==> src/rtl/riscv_run_ctrl_pkg.sv <==
`default_nettype none
// ============================================================================
// Module      : riscv_run_ctrl_pkg
// Description : Shared definitions for the RISC-V run controller: FSM state
//               encodings and default counter width.
// Revision    : 1.0 - initial release
// ============================================================================
package riscv_run_ctrl_pkg;

  // Run controller FSM states, 2-bit encoding
  localparam logic [1:0] ST_IDLE  = 2'd0;
  localparam logic [1:0] ST_RESET = 2'd1;
  localparam logic [1:0] ST_RUN   = 2'd2;
  localparam logic [1:0] ST_DONE  = 2'd3;

  // Default width of the cycle counter and each per-core retire counter
  localparam int DEFAULT_CNT_W = 16;

endpackage
`default_nettype wire

==> src/rtl/riscv_run_ctrl_sat_counter.sv <==
`default_nettype none
// ============================================================================
// Module      : sat_counter
// Description : Saturating up-counter with synchronous clear. Clear wins over
//               enable; the count sticks at all ones instead of wrapping.
// Revision    : 1.0 - initial release
// ============================================================================
module sat_counter
  import riscv_run_ctrl_pkg::*;
#(
  parameter int W = DEFAULT_CNT_W
) (
  input  logic         clock,
  input  logic         rst,
  input  logic         clr,
  input  logic         en,
  output logic [W-1:0] q
);

  // Count enabled cycles, holding at the maximum value
  always_ff @(posedge clock) begin
    if (!rst) begin
      q <= '0;
    end else if (clr) begin
      q <= '0;
    end else if (en && (q != {W{1'b1}})) begin
      q <= q + 1'b1;
    end
  end

endmodule
`default_nettype wire

==> src/rtl/riscv_run_ctrl.sv <==
`default_nettype none
// ============================================================================
// Module      : riscv_run_ctrl
// Description : Run controller for unicycle RISC-V cores. Sequences the core
//               reset, counts run cycles and retired instructions, detects
//               completion from per-core finish flags and guards the run with
//               a cycle watchdog.
// Revision    : 1.0 - initial release
// ============================================================================
module riscv_run_ctrl
  import riscv_run_ctrl_pkg::*;
#(
  parameter int N_CORES    = 2,
  parameter int CNT_W      = DEFAULT_CNT_W,
  parameter int RST_CYCLES = 4,
  parameter int MAX_CYCLES = 1000,
  parameter int FINISH_ALL = 1
) (
  input  logic                     clock,
  input  logic                     rst,
  input  logic                     start,
  input  logic [N_CORES-1:0]       finish_flag,
  input  logic [N_CORES-1:0]       retire,
  output logic                     core_rst,
  output logic                     run_active,
  output logic                     done,
  output logic                     pass,
  output logic                     timeout,
  output logic [N_CORES-1:0]       finished_mask,
  output logic [CNT_W-1:0]         cycle_count,
  output logic [N_CORES*CNT_W-1:0] retire_count
);

  // Reset-phase counter only needs to reach RST_CYCLES-1
  localparam int              RCW      = (RST_CYCLES > 1) ? $clog2(RST_CYCLES) : 1;
  localparam logic [RCW-1:0]  RST_LAST = RCW'(RST_CYCLES - 1);
  // Watchdog fires when the pre-increment cycle count equals this value
  localparam logic [31:0]     WD_LAST  = (MAX_CYCLES > 0) ? 32'(MAX_CYCLES - 1) : 32'd0;

  logic [1:0]         state;
  logic [RCW-1:0]     rst_cnt;
  logic               in_run;
  logic               clear;
  logic [N_CORES-1:0] next_mask;
  logic               complete;
  logic               wd_hit;
  logic [N_CORES-1:0] retire_en;

  // Decode run qualifiers, completion and watchdog from current state
  always_comb begin
    in_run    = (state == ST_RUN);
    clear     = start && ((state == ST_IDLE) || (state == ST_DONE));
    next_mask = finished_mask | finish_flag;
    complete  = (FINISH_ALL != 0) ? (&next_mask) : (|next_mask);
    wd_hit    = (MAX_CYCLES > 0) && (32'(cycle_count) == WD_LAST);
    // A core's retires stop counting once its finish was seen on an earlier edge
    retire_en = in_run ? (retire & ~finished_mask) : '0;
  end

  sat_counter #(
    .W (CNT_W)
  ) u_cycle_cnt (
    .clock (clock),
    .rst   (rst),
    .clr   (clear),
    .en    (in_run),
    .q     (cycle_count)
  );

  for (genvar i = 0; i < N_CORES; i++) begin : g_retire
    sat_counter #(
      .W (CNT_W)
    ) u_retire_cnt (
      .clock (clock),
      .rst   (rst),
      .clr   (clear),
      .en    (retire_en[i]),
      .q     (retire_count[i*CNT_W +: CNT_W])
    );
  end

  // Run sequencing FSM and registered status outputs
  always_ff @(posedge clock) begin
    if (!rst) begin
      state         <= ST_IDLE;
      rst_cnt       <= '0;
      core_rst      <= 1'b1;
      run_active    <= 1'b0;
      done          <= 1'b0;
      pass          <= 1'b0;
      timeout       <= 1'b0;
      finished_mask <= '0;
    end else begin
      case (state)
        ST_IDLE, ST_DONE: begin
          if (start) begin
            state         <= ST_RESET;
            rst_cnt       <= '0;
            core_rst      <= 1'b1;
            done          <= 1'b0;
            pass          <= 1'b0;
            timeout       <= 1'b0;
            finished_mask <= '0;
          end
        end
        ST_RESET: begin
          if (rst_cnt == RST_LAST) begin
            state      <= ST_RUN;
            core_rst   <= 1'b0;
            run_active <= 1'b1;
          end else begin
            rst_cnt <= rst_cnt + 1'b1;
          end
        end
        ST_RUN: begin
          finished_mask <= next_mask;
          // Completion takes priority over a simultaneous watchdog expiry
          if (complete || wd_hit) begin
            state      <= ST_DONE;
            core_rst   <= 1'b1;
            run_active <= 1'b0;
            done       <= 1'b1;
            pass       <= complete;
            timeout    <= !complete;
          end
        end
        default: begin
          state <= ST_IDLE;
        end
      endcase
    end
  end

endmodule
`default_nettype wire

==> config.mk <==
export PLATFORM = sky130hd
export DESIGN_NAME = riscv_run_ctrl
export DESIGN_NICKNAME = d
export VERILOG_FILES = /design/src/rtl/riscv_run_ctrl_pkg.sv /design/src/rtl/riscv_run_ctrl_sat_counter.sv /design/src/rtl/riscv_run_ctrl.sv
export SDC_FILE = /design/constraint.sdc
export NUM_CORES = 1
export LEC_CHECK = 0
export CORE_MARGIN = 3
export CORE_UTILIZATION = 30
export CTS_BUF_LIST = sky130_fd_sc_hd__clkbuf_2 sky130_fd_sc_hd__clkbuf_4 sky130_fd_sc_hd__clkbuf_8
export CTS_CLUSTER_DIAMETER = 30
export DETAILED_ROUTE_END_ITERATION = 6
export GPL_TIMING_DRIVEN = 0
export SETUP_SLACK_MARGIN = 0.02
export SKIP_LAST_GASP = 1
export SYNTH_ARGS = -nofsm -noshare
export SYNTH_HDL_FRONTEND = slang
export SYNTH_SLANG_ARGS = --single-unit
==> constraint.sdc <==
create_clock -name clock -period 2.12 [get_ports clock]
set_input_delay 0.212 -clock clock [delete_from_list [all_inputs] [get_ports clock]]
set_output_delay 0.212 -clock clock [all_outputs]
set_load 0.01 [all_outputs]
==> results.md, run 1 <==
- Max Cap Viol: 0
- Synth Net Count: 386
- Die area: 11600 sq um
- Clk Latency, worst-skew pair: 340 ps
- Final worst path period share: 91.1%
- Cell count after synthesis: 373
- Nets: 460
- Setup crit end kind: flop
- Critical path arrival: 2130 ps
- R2R setup slack: 190 ps
- Worst R2R End: u_cycle_cnt.q[12]
- Total Routed Length: 8.57 mm
- CTS root buf: clkbuf_8
- Sequential share of the synthesized area: 37.9%
- Worst endpoint required time: 2320 ps
- Worst slew pin tran: 703 ps
- Post-CTS Hold Fix Bufs: 0
- # diodes: 0
- Mapped Avg Cell Area: 8.36 sq um
- Worst IR Drop VDD: 310 uV
- Initial Util: 31.3%
- Total gr overflow: 0
- Hold worst-path end: pass
- Initial DRC Count: 134
- Antenna-violating nets left: 0
- I/O Buffers: 61
- Worst-path cell chain: inv_1 -> ha_2 -> clkbuf_1 -> a21bo_2 -> clkbuf_2 -> a211oi_1
- Initial antenna violation count: 0
- Netlist cell types: 53
- Final hold violations: 0
- Longest Clk Path Bufs: 2
- Placed cells: 567
- Final worst slack: 188 ps
- Setup WS pre-CTS: -217 ps
- Core Footprint: 9950 sq um
- H-tree Lvls: 3
- Worst Path Max Fanout: 13
- CP delay by family, top: buffers and inverters
- Slowest stage delay, CP: 390 ps
- Non-Filler Instances: 584
- Slew headroom: 52.8%
- CP max stage cell: a21bo_2
- Mapped Area: 3120 sq um
- # setup viols final: 0
- Share of cells above drive strength 1: 8.87%
- Routability Congestion: 0.862
- I/O pins: 62
- Fmax: 0.518 GHz
- Hold_sp: pass
- Hold Path Class: flop to flop
- Seq cells post-synth: 59
- # rows: 36
- Vias in the first global route: 3099
- Clock sink count: 59
- CP Class: flop to flop
- Pwr dens: 730 nW/um^2
- Asr flop ratio synth: 0%
- Vias: 3209
- WHS Path Cells: 2
- RSZ-0062 raised after global routing: yes
- WL/cell: 14.7 um
- Vias/cell: 5.49
- Residual DRC: 0
- Multi-input gate area: 1860 sq um
- Buf/Inv on CP: 3
- Fill count: 1024
- Detailed-router iteration count before antenna repair: 4
- Synthesis warning total: 0
- CTS tree: done
- Crit path time final: 1930 ps
- Main synth FF type: dfxtp_1
- DP HPWL: 6.12 mm
- Clk_skew: 9.45 ps
- CP Launch Type: flop
- Die Ht: 108 um
- Final Slew Violations: 0
- FF+latch area: 1180 sq um
- First-pass GRT wire length: 14.6 mm
- Reg-to-reg startpoint: state[0]
- Pin count of the biggest net entering global routing: 14
- Layout area overhead: 32.4%
- Leak: 1.34 nW
- Gr usage total: 15.4%
- Worst R2R Path Depth: 6
- Die X: 108 um
- Status: finished clean
- Post-synth EDFFs: 0
- CTS buffer count: 9
- Clk slew on worst S/H paths: 60 ps
==> what timing repair did <==
| action | 4_1_cts | 5_1_grt |
|---|---|---|
| pin swaps | 0 | 2 |
| gates resized for setup | 2 | 11 |
| buffers inserted | 0 | 3 |
| endpoints found under the setup margin | 39 | 35 |
| gates cloned | 0 | 0 |
==> worst register-to-register path, cell delays in order (launching register included) <==
cell	delay (ps)
dfxtp_1	350
inv_1	50
ha_2	300
clkbuf_1	310
a21bo_2	390
clkbuf_2	320
a211oi_1	80
==> power breakdown <==
part	total (mW)	internal, mW	switching [mW]	leakage [nW]
clock network	0.982	0.527	0.454	0.0946
logic	0.810	0.300	0.510	0.768
registers	1.22	1.17	0.0511	0.476
total	3.01	2.00	1.02	1.34
==> cell families after synthesis <==
family | synth area share [%]
flops | 37.9
mux | 1.61
fa+ha+maj | 2.41
simple gates | 31.3
buf+inv | 3.13
compound gates | 23.6
==> through the flow <==
stage                     power (mW)  instance area, sq um  setup TNS [ps]  hold WS [ps]  utilization [%]
after floorplan                 1.76                  3120               0           361                -
after global placement          2.00                  3890           -4540           466             39.1
after detailed placement        2.02                  3890           -5250           463             39.1
after CTS                       3.01                  4080               0           476             41.0
after global routing            3.19                  4130               0           504             41.5
final                           3.01                  4130               0           480             41.5
==> final cells by class <==
cell class | instances | share of cell area [%]
plain buffers | 13 | 1.73
clock buffers | 9 | 3.00
clock inverters | 6 | 1.39
inverters | 8 | 0.727
multi-input cells | 292 | 45.2
flip-flops and latches | 59 | 28.6
well taps | 133 | 4.03
repair buffers | 64 | 15.3
==> cells in the final DEF, fill, tap and decap left out, types with 6 or more instances in the layout <==
| master | count |
|---|---|
| dfxtp_1 | 59 |
| nand4_1 | 14 |
| o31ai_1 | 14 |
| o21ai_0 | 21 |
| inv_1 | 8 |
| and4_1 | 6 |
| nand2_1 | 38 |
| and3_1 | 8 |
| a21oi_1 | 48 |
| nand3_1 | 16 |
| or3_1 | 10 |
| clkdlybuf4s50_1 | 61 |
| clkbuf_8 | 9 |
| nor3_1 | 8 |
| nor2_1 | 10 |
| or4_1 | 16 |
==> state kept, by name, indices dropped and copies added (netlist names), 2 cells and up <==
| register | cells |
|---|---|
| finished_mask | 2 |
| u_cycle_cnt.q | 16 |
| rst_cnt | 2 |
| state | 2 |
| g_retire.u_retire_cnt.q | 32 |
==> metal layers <==
| layer | part of all wire, % | vias to the layer above | wire [um] | track usage, % |
|---|---|---|---|---|
| li1 | - | 1605 | - | - |
| met1 | 47 | 1519 | 4000 | 19.9 |
| met2 | 48 | 77 | 4080 | 25.5 |
| met3 | 4.7 | 8 | 404 | 3.66 |
| met4 | 0.98 | 0 | 84 | 4.33 |
| met5 | 0 | - | 0 | 0 |
==> cell usage after synthesis (all sizes together) (4+ instances only) <==
cell type   n  area (sq um)
a211oi      4          30.0
a21boi      4          30.0
a21oi      48           240
and2        5          31.3
and3        8          50.1
and4        6          52.6
buf         7          41.3
clkbuf      7          26.3
dfxtp      59          1180
ha          6          75.1
inv         8          30.0
mux2i       5          50.1
nand2      38           143
nand2b      5          31.3
nand3      18          95.1
nand4      14          87.6
nor2       10          37.5
nor2b       5          31.3
nor3        9          50.1
nor3b       5          37.5
nor4        7          80.1
o21ai      21           105
o31ai      14           105
o41ai       4          35.0
or3        10          62.6
or4        16           120
==> how the worst max path moves through the flow <==
stage	from	to	slack [ps]	depth (start not counted)
2_1_floorplan	state[0]	u_cycle_cnt.q[12]	340	7
3_3_place_gp	rst	g_retire[0].u_retire_cnt.q[8]	-200	5
3_5_place_dp	rst	u_cycle_cnt.q[4]	-220	5
4_1_cts	state[0]	u_cycle_cnt.q[13]	40	7
5_1_grt	state[0]	u_cycle_cnt.q[12]	6	6
6_report	state[0]	u_cycle_cnt.q[12]	190	6
Power figures use the tool's default switching activity.
==> run 2: changes to the inputs <==
==> constraint.sdc (replaced) <==
create_clock -name clock -period 1.65 [get_ports clock]
set_input_delay 0.165 -clock clock [delete_from_list [all_inputs] [get_ports clock]]
set_output_delay 0.165 -clock clock [all_outputs]
set_load 0.01 [all_outputs]
==> run 2 against run 1 <==
Compared with the run above:
- the flow now finishes with violations (setup timing)
- cell area up 18%
- total power up 42%
- hold slack worse by 4.8 ps
- non-clock buffer count up 36
- via count up 7.0%
- critical path depth up 3
- clock power up 38%
- sequential share of layout area down 3.5 points
- critical endpoint is now g_retire[1].u_retire_cnt.q[15]
- highest routed layer unchanged
==> results.md, run 2 (synthesis gave the netlist of run 1 again) <==
- Status: finished with violations (was finished clean)
- Failing checks: setup timing
- Clk Latency, worst-skew pair: 340 ps (about the same)
- Post-route cell area: 4870 sq um (was 4130 sq um)
- CTS root buf: clkbuf_8 (unchanged)
- Finished Core Util: 49.0% (was 41.5%)
- Non-Filler Instances: 620 (was 584)
- Vias/cell: 5.54 (was 5.49)
- CP Class: flop to flop (unchanged)
- Vias in the first global route: 3104 (was 3099)
- Hold Path Class: flop to flop (unchanged)
- Final Slew Violations: 0 (unchanged)
- Fmax: 0.573 GHz (was 0.518 GHz)
- Worst Path Max Fanout: 6 (was 13)
- Post-CTS Hold Fix Bufs: 0 (unchanged)
- Setup crit end kind: flop (unchanged)
- Critical path startpoint: state[0] (unchanged)
- Core Footprint: 9950 sq um (unchanged)
- Detailed-router iteration count before antenna repair: 5 (was 4)
- Final worst path period share: 106% (was 91.1%)
- CTS tree: done (unchanged)
- Clk_skew: 8.06 ps (was 9.45 ps)
- Reg-to-reg startpoint: state[0] (unchanged)
- Max reg flops: 32 (unchanged)
- Max Cap Viol: 0 (unchanged)
- Worst slew pin tran: 380 ps (was 703 ps)
- I/O pins: 62 (unchanged)
- Initial Util: 31.3% (unchanged)
- Hold_sp: pass (unchanged)
- Setup WS pre-CTS: -412 ps (was -217 ps)
- Initial antenna violation count: 0 (unchanged)
- Vias: 3434 (was 3209)
- Slew headroom: 74.5% (was 52.8%)
- Die area: 11600 sq um (unchanged)
- Final hold violations: 0 (unchanged)
- WL/cell: 15.6 um (was 14.7 um)
- Pin count of the biggest net entering global routing: 11 (was 14)
- Placed Area: 3930 sq um (was 3890 sq um)
- Pwr dens: 875 nW/um^2 (was 730 nW/um^2)
- Die Ht: 108 um (unchanged)
- Share of cells above drive strength 1: 32.4% (was 8.87%)
- # diodes: 0 (unchanged)
- Longest Clk Path Bufs: 2 (unchanged)
- Worst Hold Margin: 475 ps (was 480 ps)
- Critical path arrival: 2020 ps (was 2130 ps)
- # rows: 36 (unchanged)
- Gr usage total: 15.8% (was 15.4%)
- Residual DRC: 0 (unchanged)
- CP Launch Type: flop (unchanged)
- Clk slew on worst S/H paths: 60 ps (about the same)
- Crit path time final: 1740 ps (was 1930 ps)
- Total Routed Length: 9.64 mm (was 8.57 mm)
- DP HPWL: 6.17 mm (was 6.12 mm)
- Most common cell after layout, fill and taps aside: clkdlybuf4s50_1 (unchanged)
- Reg with most FFs: g_retire.u_retire_cnt.q (unchanged)
- Die X: 108 um (unchanged)
- Antenna-violating nets left: 0 (unchanged)
- Placed cells: 567 (unchanged)
- Top flop regs: g_retire.u_retire_cnt.q x32, u_cycle_cnt.q x16 (unchanged)
- Leak: 1.70 nW (was 1.34 nW)
- CTS buffer count: 9 (unchanged)
- Total gr overflow: 0 (unchanged)
- Nets: 496 (was 460)
- Routability Congestion: 0.846 (was 0.862)
- Setup TNS Final: -439 ps (was 0 ps)
- First-pass GRT wire length: 14.9 mm (was 14.6 mm)
- Final worst slack: -94.2 ps (was 188 ps)
- Layout area overhead: 56.4% (was 32.4%)
- RSZ-0062 raised after global routing: yes (unchanged)
- Tot Pwr: 4.27 mW (was 3.01 mW)
- Worst endpoint required time: 1930 ps (was 2320 ps)
- # setup viols final: 10 (was 0)
- Commonest non-fill, non-tap cells in the layout: clkdlybuf4s50_1 (61), buf_4 (36), a21oi_1 (36) (was clkdlybuf4s50_1 (61), dfxtp_1 (59), a21oi_1 (48))
- Initial DRC Count: 133 (was 134)
- Clock sink count: 59 (unchanged)
- Fill count: 940 (was 1024)
- I/O Buffers: 61 (unchanged)
- H-tree Lvls: 3 (unchanged)
- Worst IR Drop VDD: 500 uV (was 310 uV)
-- run 2: changes by cell type in the layout (fill, tap and decap cells not counted), sizes merged --
cell	previous run	this run
buf	8	48
clkinv	4	1
clkinvlp	1	0
-- run 2: timing repair --
item	CTS	global route
endpoints found under the setup margin	52	52
resized for setup	45	82
setup buffers	24	14
hold endpoints to repair	0	0
pin swaps	18	34
gates cloned	0	2
-- run 2: power breakdown --
| group | internal [mW] | total (mW) | switching (mW) |
|---|---|---|---|
| Sequential | 1.51 | 1.59 | 0.0786 |
| Clock | 0.803 | 1.36 | 0.560 |
| Combinational | 0.582 | 1.32 | 0.737 |
-- run 2: path summary, 6_finish.rpt --
| path | endpoint | slack [ps] | cells after the start |
|---|---|---|---|
| max reg2reg | g_retire[1].u_retire_cnt.q[15] | -90 | 9 |
| min reg2reg | pass | 480 | 2 |
| max | g_retire[1].u_retire_cnt.q[15] | -90 | 9 |
| min | pass | 480 | 2 |
-- run 2: critical path, cell delays in order (launching register included) --
cell	delay [ps]
dfxtp_2	320
inv_2	60
ha_4	130
and3b_1	170
buf_6	130
nand3_4	80
buf_6	150
buf_6	110
or4_4	410
a21oi_2	120
-- run 2: layer usage --
layer	share of wire, %	GRT usage (%)
met5	0	0
met4	2.4	6.40
met3	4.2	3.96
met2	48	25.0
met1	45	20.6
-- run 2: final cells by class --
class | count | area [sq um] | area share (%)
timing repair buffer | 100 | 917 | 18.8
clock inverter | 2 | 35.0 | 0.719
tap | 133 | 166 | 3.41
inverter | 8 | 30.0 | 0.616
clock buffer | 13 | 166 | 3.41
buffer | 13 | 100 | 2.05
sequential | 59 | 1230 | 25.2
multi-input combinational | 292 | 2230 | 45.8
==> run 3: changes to the inputs <==
--- a/config.mk
+++ b/config.mk
@@ -5,12 +5,15 @@
 export SDC_FILE = /design/constraint.sdc
 export NUM_CORES = 1
 export LEC_CHECK = 0
+export CELL_PAD_IN_SITES_DETAIL_PLACEMENT = 1
+export CELL_PAD_IN_SITES_GLOBAL_PLACEMENT = 2
 export CORE_MARGIN = 3
-export CORE_UTILIZATION = 30
+export CORE_UTILIZATION = 28
 export CTS_BUF_LIST = sky130_fd_sc_hd__clkbuf_2 sky130_fd_sc_hd__clkbuf_4 sky130_fd_sc_hd__clkbuf_8
 export CTS_CLUSTER_DIAMETER = 30
 export DETAILED_ROUTE_END_ITERATION = 6
 export GPL_TIMING_DRIVEN = 0
+export PLACE_DENSITY_LB_ADDON = 0.1
 export SETUP_SLACK_MARGIN = 0.02
 export SKIP_LAST_GASP = 1
 export SYNTH_ARGS = -nofsm -noshare
==> run 3 against run 2 <==
Compared with the run above:
- the run still ends with setup timing left
- final cell count increased by 1.5%
- worst setup slack gained 52 ps
- combinational power rose by 4%
- sequential power is essentially flat
- hold slack improved by 6.4 ps
- critical path type unchanged
- largest cell class unchanged
==> results.md, run 3 (synthesis gave the netlist of run 1 again) <==
- Status: finished with violations (unchanged)
- Failing checks: setup timing (unchanged)
- CP delay by family, top: simple AND/OR/NAND/NOR gates (unchanged)
- Total Routed Length: 10.8 mm (was 9.64 mm)
- Initial antenna violation count: 0 (unchanged)
- Crit-path most repeated cell: buf_6 (unchanged)
- Leak: 1.72 nW (was 1.70 nW)
- Total gr overflow: 0 (unchanged)
- I/O Buffers: 61 (unchanged)
- CTS root buf: clkbuf_8 (unchanged)
- Setup TNS Final: -84.7 ps (was -439 ps)
- WL/cell: 17.2 um (was 15.6 um)
- # rows: 37 (was 36)
- Die Ht: 112 um (was 108 um)
- Pin count of the biggest net entering global routing: 11 (unchanged)
- Worst-path cell chain: inv_2 -> ha_4 -> and3b_1 -> buf_6 -> buf_6 -> nand2_8 -> or4_4 -> a21oi_1 (was inv_2 -> ha_4 -> and3b_1 -> buf_6 -> nand3_4 -> buf_6 -> buf_6 -> or4_4 -> a21oi_2)
- CTS tree: done (unchanged)
- DP HPWL: 7.05 mm (was 6.17 mm)
- CP Launch Type: flop (unchanged)
- Initial DRC Count: 83 (was 133)
- Vias/cell: 5.48 (was 5.54)
- Worst Path Max Fanout: 9 (was 6)
- Max reg flops: 32 (unchanged)
- Worst R2R Path Depth: 8 (was 9)
- CP max stage cell: or4_4 (unchanged)
- Reg with most FFs: g_retire.u_retire_cnt.q (unchanged)
- Finished Core Util: 47.0% (was 49.0%)
- Clk_skew: 11.1 ps (was 8.06 ps)
- Critical path arrival: 1970 ps (was 2020 ps)
- Share of cells above drive strength 1: 34.3% (was 32.4%)
- CTS buffer count: 9 (unchanged)
- Residual DRC: 0 (unchanged)
- Final worst path period share: 103% (was 106%)
- # setup viols final: 3 (was 10)
- RSZ-0062 raised after global routing: yes (unchanged)
- Top flop regs: g_retire.u_retire_cnt.q x32, u_cycle_cnt.q x16 (unchanged)
- Detailed-router iteration count before antenna repair: 4 (was 5)
- Die X: 112 um (was 108 um)
- Die area: 12400 sq um (was 11600 sq um)
- Clock sink count: 59 (unchanged)
- CP Class: flop to flop (unchanged)
- Final hold violations: 0 (unchanged)
- # diodes: 0 (unchanged)
- Pwr dens: 907 nW/um^2 (was 875 nW/um^2)
- Worst R2R End: g_retire[1].u_retire_cnt.q[8] (was g_retire[1].u_retire_cnt.q[15])
- Slew headroom: 72.7% (was 74.5%)
- Critical path startpoint: state[0] (unchanged)
- Slowest stage delay, CP: 500 ps (was 410 ps)
- Worst Hold Margin: 482 ps (was 475 ps)
- Vias in the first global route: 3457 (was 3104)
- Nets: 501 (was 496)
- Setup crit end: g_retire[1].u_retire_cnt.q[8] (was g_retire[1].u_retire_cnt.q[15])
- Final worst slack: -41.9 ps (was -94.2 ps)
- Commonest non-fill, non-tap cells in the layout: clkdlybuf4s50_1 (61), buf_4 (41), a21oi_1 (41) (was clkdlybuf4s50_1 (61), buf_4 (36), a21oi_1 (36))
- Fmax: 0.591 GHz (was 0.573 GHz)
- H-tree Lvls: 3 (unchanged)
- Hold Path Class: input port to flop (was flop to flop)
- Clk slew on worst S/H paths: 70 ps (was 60 ps)
- Max Cap Viol: 0 (unchanged)
- Final Slew Violations: 0 (unchanged)
- Reg-to-reg startpoint: state[0] (unchanged)
- Worst slew pin tran: 406 ps (was 380 ps)
- Gr usage total: 17.1% (was 15.8%)
- Core Footprint: 10600 sq um (was 9950 sq um)
- Placed cells: 570 (was 567)
- Crit path time final: 1690 ps (was 1740 ps)
- Non-Filler Instances: 629 (was 620)
- Longest Clk Path Bufs: 2 (unchanged)
- Most common cell after layout, fill and taps aside: clkdlybuf4s50_1 (unchanged)
- Tot Pwr: 4.50 mW (was 4.27 mW)
- Setup crit end kind: flop (unchanged)
- Worst endpoint required time: 1930 ps (about the same)
- Layout area overhead: 59.3% (was 56.4%)
- R2R setup slack: -40 ps (was -90 ps)
- I/O pins: 62 (unchanged)
- Clk Latency, worst-skew pair: 350 ps (was 340 ps)
- Critical path depth in cells: 8 (was 9)
- Buf/Inv on CP: 3 (was 4)
- Antenna-violating nets left: 0 (unchanged)
- Vias: 3446 (was 3434)
- Post-CTS Hold Fix Bufs: 0 (unchanged)
- Routability Congestion: 0.798 (was 0.846)
- Worst IR Drop VDD: 596 uV (was 500 uV)
- First-pass GRT wire length: 17.7 mm (was 14.9 mm)
- Initial Util: 29.5% (was 31.3%)
==> run 3: per-stage QoR <==
step                      instance area, sq um  setup WS, ps
after floorplan                           3150         -30.8
after global placement                    3930          -415
after detailed placement                  3930          -459
after CTS                                 4630         -95.2
after global routing                      4970          -134
final                                     4970         -41.9
==> run 3: worst min path at each step <==
stage               depth (start not counted)      startpoint                to
finish                                      3  finish_flag[1]  finished_mask[1]
global route                                3  finish_flag[1]  finished_mask[1]
CTS                                         3  finish_flag[1]  finished_mask[1]
detailed placement                          2      run_active        run_active
global placement                            2      run_active        run_active
floorplan                                   2             rst        run_active
==> run 3: worst min-delay path, delay by kind of cell <==
kind | cells | cell delay [ps]
AOI/OAI and AO/OA | 1 | 140
and+or+nand+nor | 1 | 50
buffers and inverters | 1 | 430
==> run 3: area by class of cell <==
class	count	area [sq um]
Sequential cell	59	1240
Clock inverter	5	75.1
Timing Repair Buffer	106	1000
Buffer	12	95.1
Fill cell	1236	5590
Multi-Input combinational cell	292	2200
Tap cell	136	170
Inverter	8	30.0
Clock buffer	11	151
==> run 3: per-layer routing <==
metal  part of all wire (%)  wire length, um  global-route usage, %
met4                   0.83               90                   3.57
met3                    3.6              393                   4.89
met1                     45             4850                   21.4
met2                     51             5470                   29.5
met5                      0                0                      0
==> run 3: repair_timing <==
item	CTS	global route
endpoints found under the setup margin	55	59
resized for setup	52	84
setup buffers	34	10
gates cloned	1	0
pin swaps	28	29
==> run 3: power breakdown <==
group	switching [mW]	internal [mW]
registers	0.0795	1.51
clock network	0.621	0.925
logic	0.758	0.612
